`src/rtl/ram_stream_reader.sv`:
```
`default_nettype none
// =============================================================================
// ram_stream_reader : burst read master streaming RAM words over valid/ready
// Revision: 1.0
// =============================================================================
module ram_stream_reader #(
  parameter int ADDR_W     = 12,
  parameter int DATA_W     = 64,
  parameter int FIFO_DEPTH = 4
) (
  input  logic              clk,
  input  logic              rst_n,
  input  logic              cmd_valid,
  output logic              cmd_ready,
  input  logic [ADDR_W-1:0] cmd_addr,
  input  logic [ADDR_W:0]   cmd_len,
  output logic              ram_rd,
  output logic [ADDR_W-1:0] ram_rd_add,
  input  logic [DATA_W-1:0] ram_rdata,
  output logic              m_valid,
  input  logic              m_ready,
  output logic [DATA_W-1:0] m_data,
  output logic              m_last,
  output logic              busy,
  output logic              done
);

  localparam int PTR_W = $clog2(FIFO_DEPTH);
  localparam int CNT_W = PTR_W + 1;
  localparam int SUM_W = CNT_W + 2;
  localparam int LEN_W = ADDR_W + 1;

  typedef enum logic [1:0] {
    IDLE  = 2'd0,
    READ  = 2'd1,
    DRAIN = 2'd2
  } state_t;

  state_t            state_q, state_d;
  logic [ADDR_W-1:0] cur_addr_q, cur_addr_d;
  logic [LEN_W-1:0]  remaining_q, remaining_d;
  logic              ram_rd_q, ram_rd_d;
  logic [ADDR_W-1:0] ram_rd_add_q, ram_rd_add_d;
  logic              rd_last_q, rd_last_d;
  logic              inflight_q, inflight_d;
  logic              inflight_last_q, inflight_last_d;
  logic [PTR_W-1:0]  wr_ptr_q, wr_ptr_d;
  logic [PTR_W-1:0]  rd_ptr_q, rd_ptr_d;
  logic [CNT_W-1:0]  count_q, count_d;
  logic              done_q, done_d;
  logic [DATA_W:0]   mem_q [FIFO_DEPTH];
  logic [DATA_W:0]   mem_d [FIFO_DEPTH];

  logic              push, pop, cmd_fire, can_issue;
  logic [SUM_W-1:0]  committed;
  logic [DATA_W:0]   head;

  always_comb begin
    head      = mem_q[rd_ptr_q];
    m_valid   = (count_q != '0);
    m_data    = m_valid ? head[DATA_W-1:0] : '0;
    m_last    = m_valid & head[DATA_W];
    cmd_ready = (state_q == IDLE);
    busy      = (state_q != IDLE);
    push      = inflight_q;
    pop       = m_valid && m_ready;
    cmd_fire  = cmd_valid && cmd_ready;
    // Credit counts buffered words plus both read pipeline stages, so a push never finds the FIFO full.
    committed = SUM_W'(count_q) + SUM_W'(inflight_q) + SUM_W'(ram_rd_q);
    can_issue = (remaining_q != '0) && (committed < SUM_W'(FIFO_DEPTH));

    state_d         = state_q;
    cur_addr_d      = cur_addr_q;
    remaining_d     = remaining_q;
    ram_rd_d        = 1'b0;
    ram_rd_add_d    = ram_rd_add_q;
    rd_last_d       = 1'b0;
    inflight_d      = ram_rd_q;
    inflight_last_d = rd_last_q;
    done_d          = 1'b0;

    case (state_q)
      IDLE: begin
        if (cmd_fire) begin
          if (cmd_len == '0) begin
            done_d = 1'b1;
          end else begin
            ram_rd_d     = 1'b1;
            ram_rd_add_d = cmd_addr;
            cur_addr_d   = cmd_addr + ADDR_W'(1);
            remaining_d  = cmd_len - LEN_W'(1);
            rd_last_d    = (cmd_len == LEN_W'(1));
            state_d      = (cmd_len == LEN_W'(1)) ? DRAIN : READ;
          end
        end
      end
      READ: begin
        if (can_issue) begin
          ram_rd_d     = 1'b1;
          ram_rd_add_d = cur_addr_q;
          cur_addr_d   = cur_addr_q + ADDR_W'(1);
          remaining_d  = remaining_q - LEN_W'(1);
          rd_last_d    = (remaining_q == LEN_W'(1));
          if (remaining_q == LEN_W'(1)) state_d = DRAIN;
        end
      end
      DRAIN: begin
        if (pop && head[DATA_W]) begin
          state_d = IDLE;
          done_d  = 1'b1;
        end
      end
      default: state_d = IDLE;
    endcase

    mem_d    = mem_q;
    wr_ptr_d = wr_ptr_q;
    rd_ptr_d = rd_ptr_q;
    if (push) begin
      mem_d[wr_ptr_q] = {inflight_last_q, ram_rdata};
      wr_ptr_d        = wr_ptr_q + PTR_W'(1);
    end
    if (pop) rd_ptr_d = rd_ptr_q + PTR_W'(1);
    case ({push, pop})
      2'b10:   count_d = count_q + CNT_W'(1);
      2'b01:   count_d = count_q - CNT_W'(1);
      default: count_d = count_q;
    endcase
  end

  always_ff @(posedge clk or negedge rst_n) begin
    if (!rst_n) begin
      state_q         <= IDLE;
      cur_addr_q      <= '0;
      remaining_q     <= '0;
      ram_rd_q        <= 1'b0;
      ram_rd_add_q    <= '0;
      rd_last_q       <= 1'b0;
      inflight_q      <= 1'b0;
      inflight_last_q <= 1'b0;
      wr_ptr_q        <= '0;
      rd_ptr_q        <= '0;
      count_q         <= '0;
      done_q          <= 1'b0;
    end else begin
      state_q         <= state_d;
      cur_addr_q      <= cur_addr_d;
      remaining_q     <= remaining_d;
      ram_rd_q        <= ram_rd_d;
      ram_rd_add_q    <= ram_rd_add_d;
      rd_last_q       <= rd_last_d;
      inflight_q      <= inflight_d;
      inflight_last_q <= inflight_last_d;
      wr_ptr_q        <= wr_ptr_d;
      rd_ptr_q        <= rd_ptr_d;
      count_q         <= count_d;
      done_q          <= done_d;
    end
  end

  // Storage needs no reset: contents are only visible through m_valid gating.
  always_ff @(posedge clk) begin
    mem_q <= mem_d;
  end

  assign ram_rd     = ram_rd_q;
  assign ram_rd_add = ram_rd_add_q;
  assign done       = done_q;

endmodule
`default_nettype wire

```
`config.mk`:
```
export PLATFORM = sky130hd
export DESIGN_NAME = ram_stream_reader
export DESIGN_NICKNAME = d
export VERILOG_FILES = /design/src/rtl/ram_stream_reader.sv
export SDC_FILE = /design/constraint.sdc
export NUM_CORES = 1
export LEC_CHECK = 0
export ABC_AREA = 1
export CAP_MARGIN = 20
export CORE_AREA = 2 2 173 175
export DETAILED_ROUTE_END_ITERATION = 12
export DIE_AREA = 0 0 175 177
export PLACE_DENSITY = 0.66
export SLEW_MARGIN = 0
export SYNTH_ARGS = -nofsm -noshare
export SYNTH_HDL_FRONTEND = slang
export SYNTH_SLANG_ARGS = --single-unit
```
`constraint.sdc`:
```
create_clock -name clk -period 3.2 [get_ports clk]
set_input_delay 0.48 -clock clk [delete_from_list [all_inputs] [get_ports clk]]
set_output_delay 0.48 -clock clk [all_outputs]
set_load 0.1 [all_outputs]
```
## After elaboration in Yosys (flattened, before gate mapping)

Cells that the tools add are included.

| storage, ports and cells | value |
|---|---|
| register bits | 311 |

| operators by class | value |
|---|---|
| add/sub/neg operators | 10 |
| $lt $le $gt $ge | 4 |
| equality and inequality tests | 11 |
| multiplexer cells | 39 |
| bitwise gates (word level) | 3 |
| reductions and logical operators | 14 |

Operators by type and width:

| cell | count |
|---|---|
| $bwmux W260 | 1 |
| $mux W65 | 3 |
| $bmux W65 S2 | 1 |
| $demux W65 S2 | 1 |
| $mux W12 | 6 |
| $mux W64 | 1 |
| $pmux W12 S2 | 2 |
| $mux W13 | 3 |
| $eq A13 B1 Y1 const B | 2 |
| $pmux W13 S2 | 1 |
| $sub A13 B1 Y13 const B | 2 |
| $add A12 B1 Y12 const B | 2 |
| $logic_not A13 Y1 | 1 |
| $reduce_bool A13 Y1 | 1 |
| $mux W2 | 6 |
| $mux W1 | 9 |
| $ne A2 B2 Y1 const B | 4 |
| $ge A3 B3 Y1 const B | 2 |
| $not A2 Y3 | 2 |
| $pmux W1 S2 | 3 |
| $pmux W2 S3 | 1 |
| $pmux W3 S2 | 1 |
| $reduce_bool A2 Y1 | 3 |
| $add A4 B1 Y5 | 1 |
| other kinds (15) | 22 |

## Depth between registers and ports, before layout

| depth | value |
|---|---|
| depth after elaboration | 7 |
| mapped depth | 13 |
| depth with buffers taken out | 12 |

## Worst setup path before layout

OpenSTA, ideal clock, no wires.

| timing | value |
|---|---|
| path type | reg2out |
| start | register rd_ptr_q[0] |
| end | output port m_data[10] |
| arrival time | 2.650 ns |
| slack | 0.070 ns |
| cell stages (with the launch flop) | 8 |
| cells stage by stage | dfrtp_1 -> clkbuf_1 -> buf_2 -> buf_1 -> nor2_1 -> nor2_1 -> o21ai_0 -> a21oi_1 |

| on the way | value |
|---|---|
| cells in the longest elaborated chain, start to end | 5 |

RTL lines:

| what | line | RTL |
|---|---|---|
| from (decl) | 48 | `logic [PTR_W-1:0] rd_ptr_q, rd_ptr_d;` |
| from (signal assigned) | 155 | `rd_ptr_q <= rd_ptr_d;` |
| $not A2 Y3 (not written as such) | 59 | `head = mem_q[rd_ptr_q];` |
| $bmux W65 S2 | 59 |  |
| $mux W65 (not written as such) (2 in a row) | 59 |  |
| $mux W64 | 61 | `m_data = m_valid ? head[DATA_W-1:0] : '0;` |
| to (decl) | 22 | `output logic [DATA_W-1:0] m_data,` |

Every way passes these cells. The select of a mux whose other input is x is not followed.

## Worst setup path after layout

| timing | value |
|---|---|
| start | register rd_ptr_q[0] |
| end | output port m_last |

| on the way | value |
|---|---|
| cells in the longest elaborated chain, start to end | 5 |

RTL lines:

| what | line | RTL |
|---|---|---|
| $not A2 Y3 (not written as such) | 59 |  |
| $bmux W65 S2 | 59 |  |
| $mux W65 (not written as such) (2 in a row) | 59 |  |
| $and A1 B1 Y1 | 62 | `m_last = m_valid & head[DATA_W];` |
| to (decl) | 23 | `output logic m_last,` |

Every way passes these cells. The select of a mux whose other input is x is not followed.

==> run metrics <==
top_reg_cell synth edfxtp_1; yosys warns 0; syn_nets 1326; CTS root buf clkbuf_16; vias 9199; mean routed wirelength per cell 16.7 µm; Least-Margin Pin Slew 0.982 ns; Layout Skew 0.0188 ns; maximum fanout along the worst path 28; largest net degree at the start of global routing 132; die area 31000 µm²; Achievable Freq 333 MHz; Setup CP Type register to primary output; Rows 63; die height 177 µm; H-tree depth 1; Reg clk slew, reported paths 0.06 ns; DR vias/cell 5.11; Global Route Usage Sum 19.5%; GPL Wtd Cong 0.829; Initial Util 45.1%; drt pass-1 iters 6; IO Pins 175; biggest area consumer among synthesized cells edfxtp_1; number of antenna diodes 0; flops & latches, synth 311; sequential share of the synthesized area 68.8%; Synth cell types 31; Die X 175 µm; Port Buf Inserts 174; Max Cap Viol 0; crit path DAT 2.52 ns; RSZ-0062 raised after global routing false; Final Hold Violating Endpoints 0; postcts setup bufs 0; first-pass GRT wire length 47900 µm; Congestion Overflow GR 0; routed wire length 30000 µm; Final ANT Viol Nets 0; layout cells sized above 1 11.7%; Post-Syn Instances 1219; synth top area cells edfxtp_1 (59%), dfrtp_1 (9.7%), nor2_1 (8.4%); ys async rst share 16.4%; Post-Syn Area per Cell 10.8 µm²; most frequent cells in the layout nor2_1 (295), edfxtp_1 (260), o21ai_0 (159); post-DP HPWL 18200 µm; final setup fails 0; worst hold path type register to register; Synth Cell Area 13200 µm²; Final min period 3.00 ns; Area Growth Syn to Fin 28.3%; CTS tree done; drt first-iter violations 585; Slew HR 34.3%; most common cell after layout, fill and taps aside nor2_1; CP startpoint kind register; setup TNS 0 ns; required time of the critical path 2.72 ns; fin crit share 93.9%; vias in the first global route 9139; max-slew violation count 0; Nets 1493; Clock Sinks 311; crit end category primary output; status finished, final reports clean; CTS Buffer Depth 3; EDFF count, synth 260; initial antenna violation count 0; CTS buffer count 31; Post-CTS Resized 0; worst skew pair latency 0.55 ns; Yosys top cell area share 59.2%; DRC 0; Core Area 29200 µm²
-- critical path: stages (launching register included) --
cell     delay, ns
dfrtp_4       0.49
inv_2         0.30
buf_4         0.35
nand2_1       0.09
nand3_1       0.08
nand2_1       0.07
nor2_1        0.35
buf_12        0.23
-- kinds of logic (layout without fill, tap and decap cells) --
| group | after synthesis | in the layout | share of synthesized area, % |
|---|---|---|---|
| AO/OA/AOI/OAI | 244 | 244 | 9.34 |
| adder cells (fa/ha/maj) | 14 | 14 | 1.38 |
| XOR/XNOR | 16 | 16 | 1.06 |
| flip-flops | 311 | 311 | 68.8 |
| AND/OR/NAND/NOR | 513 | 513 | 15.6 |
| buffers and inverters | 121 | 311 | 3.75 |
-- synthesized netlist by cell type, types with 2 or more instances --
| master | count |
|---|---|
| edfxtp_1 | 260 |
| o21ai_0 | 159 |
| dfrtp_1 | 51 |
| clkbuf_1 | 31 |
| nand3b_1 | 2 |
| buf_2 | 20 |
| nand4_1 | 6 |
| xor2_1 | 13 |
| buf_4 | 2 |
| inv_2 | 4 |
| nor2_1 | 295 |
| ha_1 | 13 |
| nor3_1 | 3 |
| o21ai_1 | 8 |
| o22ai_1 | 2 |
| xnor2_1 | 3 |
| nand2_1 | 152 |
| o21a_1 | 2 |
| nor2_2 | 3 |
| nand2_2 | 6 |
| nand3_1 | 42 |
| buf_1 | 9 |
| inv_1 | 54 |
| a21oi_1 | 72 |
-- stage by stage --
step | cells | instance area [µm²] | hold slack (ns) | setup WS (ns) | utilization [%]
floorplan | 1219 | 13200 | 0.184 | 0.0702 | -
detailed placement | 1742 | 16000 | 0.350 | 0.775 | 54.8
global route | 1799 | 16900 | 0.369 | 0.0436 | 57.9
finish | 1799 | 16900 | 0.360 | 0.197 | 57.9
global placement | 1742 | 16000 | 0.337 | 0.773 | 54.8
CTS | 1799 | 16900 | 0.365 | 0.163 | 57.9
-- registers in the layout (all words and copies together) (netlist names), 2 cells and up --
register,flops
remaining_q,13
state_q,2
ram_rd_add,12
cur_addr_q,12
wr_ptr_q,2
rd_ptr_q,2
mem_q,260
count_q,3
-- final timing paths --
path,startpoint,endpoint,slack [ns],depth (start not counted)
worst min register to register,inflight_last_d,inflight_last_q,0.36,0
max in group asynchronous,rst_n,remaining_q[3],2.10,3
worst max-delay path,rd_ptr_q[0],m_last,0.20,7
worst min-delay path,inflight_last_d,inflight_last_q,0.36,0
worst max register to register,rd_ptr_q[0],state_q[0],0.93,10
min in group asynchronous,rst_n,cur_addr_q[10],0.46,2
-- area by class of cell --
class,count,area [µm²]
Tap cell,390,488
Clock buffer,39,806
Sequential cell,311,9090
Timing Repair Buffer,197,2630
Multi-Input combinational cell,787,3620
Fill cell,2385,12300
Inverter,58,218
Clock inverter,17,81.3
-- metal layers --
metal  GRT usage [%]  share of wire [%]
met1            26.4                 44
met2            33.8                 49
met3            2.75                5.6
met4            3.54                1.1
met5               0                  0
-- timing repair --
item,4_1_cts,5_1_grt
setup endpoints to repair,0,0
hold buffers,1,0
hold endpoints to repair,23,0
Power is not shown: default switching activity piles up to over one toggle a cycle in this logic, so the estimate is an artifact.
